$ cat config.mk
export PLATFORM = sky130hd
export DESIGN_NAME = hex_keypad_entry
export DESIGN_NICKNAME = d
export VERILOG_FILES = /design/src/rtl/hex_keypad_entry.sv
export SDC_FILE = /design/constraint.sdc
export NUM_CORES = 1
export LEC_CHECK = 0
export CAP_MARGIN = 0
export CELL_PAD_IN_SITES_DETAIL_PLACEMENT = 0
export CELL_PAD_IN_SITES_GLOBAL_PLACEMENT = 2
export CORE_ASPECT_RATIO = 1.2
export CORE_MARGIN = 1
export CORE_UTILIZATION = 37
export DETAILED_ROUTE_END_ITERATION = 8
export HOLD_SLACK_MARGIN = 0.12
export PLACE_DENSITY_LB_ADDON = 0.1
export SKIP_CTS_REPAIR_TIMING = 1
export SYNTH_ARGS = -nofsm -noshare
export SYNTH_HDL_FRONTEND = slang
export SYNTH_SLANG_ARGS = --single-unit
$ cat constraint.sdc
create_clock -name G_CLOCK_50 -period 2.55 [get_ports G_CLOCK_50]
set_clock_uncertainty 0.1 [all_clocks]
set_input_delay 0.3825 -clock G_CLOCK_50 [delete_from_list [all_inputs] [get_ports G_CLOCK_50]]
set_output_delay 0.3825 -clock G_CLOCK_50 [all_outputs]
set_load 0.01 [all_outputs]
$ cat src/rtl/hex_keypad_entry.sv
`default_nettype none
// ============================================================================
// Module   : hex_keypad_entry
// Brief    : 4x4 matrix keypad scanner/debouncer feeding a 4-hex-digit entry
//            register. Define KEYPAD_CLEAR_EN to make key F clear the entry.
// Revision : 1.0 - initial release
// ============================================================================
module hex_keypad_entry #(
  parameter int SCAN_DIV       = 50000,
  parameter int DEBOUNCE_TICKS = 20
) (
  input  logic        G_CLOCK_50,
  input  logic        G_RESET_N,
  input  logic [3:0]  col_n,
  output logic [3:0]  row_n,
  output logic [15:0] value,
  output logic [3:0]  key_code,
  output logic        digit_valid,
  output logic        key_pressed
);

  localparam int DIV_W = (SCAN_DIV > 1) ? $clog2(SCAN_DIV) : 1;
  localparam int CNT_W = $clog2(DEBOUNCE_TICKS + 1);
  localparam logic [DIV_W-1:0] c_div_last = DIV_W'(SCAN_DIV - 1);
  localparam logic [CNT_W-1:0] c_db_ticks = CNT_W'(DEBOUNCE_TICKS);

  typedef enum logic [1:0] {
    SCAN     = 2'd0,
    DEBOUNCE = 2'd1,
    HELD     = 2'd2
  } state_t;

  state_t           r_state, w_state_nxt;
  logic [3:0]       r_col_meta, r_col_sync;
  logic [DIV_W-1:0] r_div;
  logic [1:0]       r_row, w_row_nxt;
  logic [3:0]       r_code, w_code_nxt;
  logic [CNT_W-1:0] r_cnt, w_cnt_nxt;
  logic [15:0]      r_value, w_value_nxt;
  logic [3:0]       r_key_code, w_key_code_nxt;
  logic             r_valid, w_valid_nxt;
  logic             r_pressed, w_pressed_nxt;
  logic             w_tick;
  logic             w_any_low;
  logic [1:0]       w_col;
  logic             w_accept;

  assign w_tick    = (r_div == c_div_last);
  assign w_any_low = (r_col_sync != 4'hF);

  // Lowest-numbered closed column wins when several are low.
  always_comb begin
    w_col = 2'd0;
    for (int i = 3; i >= 0; i--) begin
      if (!r_col_sync[i]) w_col = 2'(i);
    end
  end

  always_ff @(posedge G_CLOCK_50 or negedge G_RESET_N) begin
    if (!G_RESET_N) begin
      r_col_meta <= 4'hF;
      r_col_sync <= 4'hF;
      r_div      <= '0;
      r_state    <= SCAN;
      r_row      <= 2'd0;
      r_code     <= 4'h0;
      r_cnt      <= '0;
      r_value    <= 16'h0000;
      r_key_code <= 4'h0;
      r_valid    <= 1'b0;
      r_pressed  <= 1'b0;
    end else begin
      r_col_meta <= col_n;
      r_col_sync <= r_col_meta;
      r_div      <= w_tick ? '0 : r_div + 1'b1;
      r_state    <= w_state_nxt;
      r_row      <= w_row_nxt;
      r_code     <= w_code_nxt;
      r_cnt      <= w_cnt_nxt;
      r_value    <= w_value_nxt;
      r_key_code <= w_key_code_nxt;
      r_valid    <= w_valid_nxt;
      r_pressed  <= w_pressed_nxt;
    end
  end

  always_comb begin
    w_state_nxt    = r_state;
    w_row_nxt      = r_row;
    w_code_nxt     = r_code;
    w_cnt_nxt      = r_cnt;
    w_value_nxt    = r_value;
    w_key_code_nxt = r_key_code;
    w_valid_nxt    = 1'b0;
    w_pressed_nxt  = r_pressed;
    w_accept       = 1'b0;

    if (w_tick) begin
      case (r_state)
        SCAN: begin
          if (w_any_low) begin
            w_code_nxt = {r_row, w_col};
            w_cnt_nxt  = CNT_W'(1);
            if (w_cnt_nxt == c_db_ticks) w_accept = 1'b1;
            else                         w_state_nxt = DEBOUNCE;
          end else begin
            w_row_nxt = r_row + 2'd1;
          end
        end
        DEBOUNCE: begin
          if (w_any_low && (w_col == r_code[1:0])) begin
            w_cnt_nxt = r_cnt + 1'b1;
            if (w_cnt_nxt == c_db_ticks) w_accept = 1'b1;
          end else begin
            w_state_nxt = SCAN;
            w_row_nxt   = r_row + 2'd1;
            w_cnt_nxt   = '0;
          end
        end
        HELD: begin
          // Counter now tracks consecutive released samples of the held column.
          if (r_col_sync[r_code[1:0]]) begin
            w_cnt_nxt = r_cnt + 1'b1;
            if (w_cnt_nxt == c_db_ticks) begin
              w_pressed_nxt = 1'b0;
              w_state_nxt   = SCAN;
              w_row_nxt     = r_row + 2'd1;
              w_cnt_nxt     = '0;
            end
          end else begin
            w_cnt_nxt = '0;
          end
        end
        default: begin
          w_state_nxt = SCAN;
          w_cnt_nxt   = '0;
        end
      endcase
    end

    if (w_accept) begin
      w_state_nxt    = HELD;
      w_cnt_nxt      = '0;
      w_key_code_nxt = w_code_nxt;
      w_pressed_nxt  = 1'b1;
`ifdef KEYPAD_CLEAR_EN
      if (w_code_nxt == 4'hF) begin
        w_value_nxt = 16'h0000;
      end else begin
        w_value_nxt = {r_value[11:0], w_code_nxt};
        w_valid_nxt = 1'b1;
      end
`else
      w_value_nxt = {r_value[11:0], w_code_nxt};
      w_valid_nxt = 1'b1;
`endif
    end
  end

  assign row_n       = ~(4'b0001 << r_row);
  assign value       = r_value;
  assign key_code    = r_key_code;
  assign digit_valid = r_valid;
  assign key_pressed = r_pressed;

endmodule
`default_nettype wire

==> impl_metrics.csv <==
group,metric,value,unit
outcome,status,"complete, no violations",
drt,drtIter0Drc,74,
global_routing,grt_start_max_net_pins,56,
drt,num_vias,1647,
power_and_ir_drop,finalPower,1.42,mW
sta,worst_slew_pin_slew,0.680,ns
worst_setup_path,startpoint_type,"flop",
synthesis,synth-main-ff-cell,"dfrtp_1",
clocking,clock-sinks,55,
global_routing,use_met1,14.9,%
global_routing,grtUsageMet3,2.66,%
synthesis,seq_area_frac_synth,54.9,%
placed_design,port_buffers,31,
sta,finalWorstSetupSlack,0.265,ns
sta,finalSetupTns,0,ns
global_routing,gr-usage-met2,27.1,%
worst_hold_path,holdCritPathClass,"input port to async pin",
clocking,cts_tree,"done",
finish,fillers,620,
synthesis,synth_cells,212,
worst_setup_path,crit_path_end_kind,"flop",
synthesis,synth_top_area_share,46.6,%
drt,drt_drc_violations_left,0,
drt,vias_per_cell,4.92,
job,max_cap_violations,0,
floorplan,die_area,7160,um2
synthesis,synth-seq-cells,55,
clocking,htreeDepth,2,
sta,hold_viol_final,0,
sta,drv_slew,0,
floorplan,dieWidth,77.4,um
synthesis,synth_largest_area_cell,"dfrtp_1",
placed_design,dpl_cell_area,2940,um2
worst_setup_path,crit_fanout,4,
global_routing,grt.total_usage,14.1,%
power_and_ir_drop,peakVddDrop,0.261,mV
global_routing,grt-ovfl-total,0,
clocking,cts_buffers,5,
drt,routedWlPerCell,13.3,um
synthesis,synth_area_leaders,"dfrtp_1 (47%), dfstp_2 (8.3%), mux2_2 (6.7%)",
sta,slew_headroom,54.7,%
clocking,ctsRootBufferMaster,"clkbuf_8",
finish,nets,261,
global_routing,first_global_vias,1683,
synthesis,netlist_area,2520,um2
global_routing,antenna_found_initial,0,
finish,stdcell_area,3040,um2
floorplan,rows,32,
drt,routed_wl,4.47,mm
sta,period_needed,2.28,ns
drt,firstDrtPassIters,4,
clocking,max-clock-path-buffers,2,
floorplan,num_io_pins,32,
synthesis,syn_nets,224,
synthesis,ys_types,43,
synthesis,yosys_warnings,0,
sta,max_freq,438,MHz
finish,drive_above_1_share,21.2,%
synthesis,yosysMostFrequentCell,"dfrtp_1",
floorplan,core,6530,um2
drt,drtAntennaViolNets,0,
worst_setup_path,crit_arrival,2.38,ns
placed_design,dp_hpwl,3.27,mm
global_routing,grt.busiest_layer,"met2",
synthesis,synth_area_per_cell,11.9,um2
floorplan,chipHeight,92.5,um
sta,rsz0062_at_grt,"no",
floorplan,initial_core_util,38.7,%
finish,area_growth,20.4,%
worst_setup_path,worstSetupPathType,"flop to flop",
power_and_ir_drop,p_leak,1.38,nW
finish,final_util,46.6,%
synthesis,async_flop_share,100,%
finish,antennaDiodeCount,0,
synthesis,ys_top_cells_by_count,"dfrtp_1 (47), nand2_1 (21), nor2_1 (16), mux2_2 (15), inv_1 (11)",
power_and_ir_drop,powerDensity,466,nW/um2
sta,setup_viol,0,
worst_setup_path,required,2.64,ns
placed_design,place.gp.congestion,0.798,
clocking,clk_latency,0.31,ns
sta,period_share,89.6,%
clocking,clkTransAtPathRegs,0.09,ns
synthesis,synth_edf_count,0,
placed_design,dp_slack,0.277,ns
global_routing,grt_pass1_wl,7.80,mm
registers in the layout, summed over array words and instances, names as in the netlist:
register     flops
r_div           16
value           16
r_cnt            5
r_code           4
r_col_meta       4
r_col_sync       4
r_row            2
r_state          2
digit_valid      1
key_pressed      1
logic make-up after synthesis:
family	count (synthesis)	share of synthesized area (%)
muxes	20	9.96
AOI/OAI and AO/OA	29	8.18
xor gates and xnor gates	14	4.86
and+or+nand+nor	68	14.9
buffers and inverters	20	4.21
adders and majority gates	6	2.97
DFF	55	54.9
routing by layer:
layer,wire [um],share of wire (%)
met1,1840,41
met3,85,1.9
met5,0,0
met4,77,1.7
met2,2460,55
stage by stage:
stage          cells  hold WS (ns)
2_1_floorplan    212       -0.0131
3_3_place_gp     327         0.246
3_5_place_dp     327         0.247
4_1_cts          335         0.119
5_1_grt          335         0.133
6_report         335         0.103
path summary, 6_finish.rpt:
check,from,endpoint,slack [ns],cells past startpoint
worst min-delay path,G_RESET_N,r_cnt[3]$_DFFE_PN0P_,0.10,2
worst max register to register,r_div[0]$_DFF_PN0_,value[3]$_DFFE_PN0P_,0.27,7
max in group asynchronous,G_RESET_N,value[8]$_DFFE_PN0P_,1.80,2
min in group G_CLOCK_50,r_col_meta[0]$_DFF_PN1_,r_col_sync[0]$_DFF_PN1_,0.26,0
worst min register to register,r_col_meta[0]$_DFF_PN1_,r_col_sync[0]$_DFF_PN1_,0.26,0
worst max-delay path,r_div[0]$_DFF_PN0_,value[3]$_DFFE_PN0P_,0.27,7
cell type report:
cell class | instances | area [um2] | share of cell area (%)
multi-input combinational | 137 | 1030 | 34.0
inverter | 11 | 41.3 | 1.36
timing repair buffer | 39 | 378 | 12.4
clock buffer | 7 | 86.3 | 2.84
clock inverter | 1 | 8.76 | 0.288
tap | 85 | 106 | 3.50
sequential | 55 | 1390 | 45.6
critical path: stages (launching register included):
cell	delay, ns
dfrtp_1	0.40
ha_1	0.19
and3_1	0.23
and4_1	0.25
nor3b_4	0.28
nand2_2	0.14
mux2_4	0.33
mux2_4	0.26
placed cells by master (no fill, tap or decap), types with 2 or more instances in the layout:
master            n
dfrtp_1          47
clkdlybuf4s50_1  30
nand2_1          21
nor2_1           16
mux2_2           15
inv_1            11
nand3_1           9
dfstp_2           8
xor2_1            7
xnor2_1           7
o21ai_0           7
buf_4             7
ha_1              6
clkbuf_8          6
a21oi_1           5
mux2_4            4
a22o_1            4
and3_1            3
nor3_1            3
a21o_1            3
nand4_1           2
nor4b_2           2
and4bb_1          2
nand2b_1          2
o31ai_1           2
power breakdown:
group	switching [mW]	leakage, nW	internal, mW
clock	0.270	0.0489	0.225
sequential	0.00511	0.727	0.883
combinational	0.0223	0.600	0.0109
(Power assumes the default switching activity.)
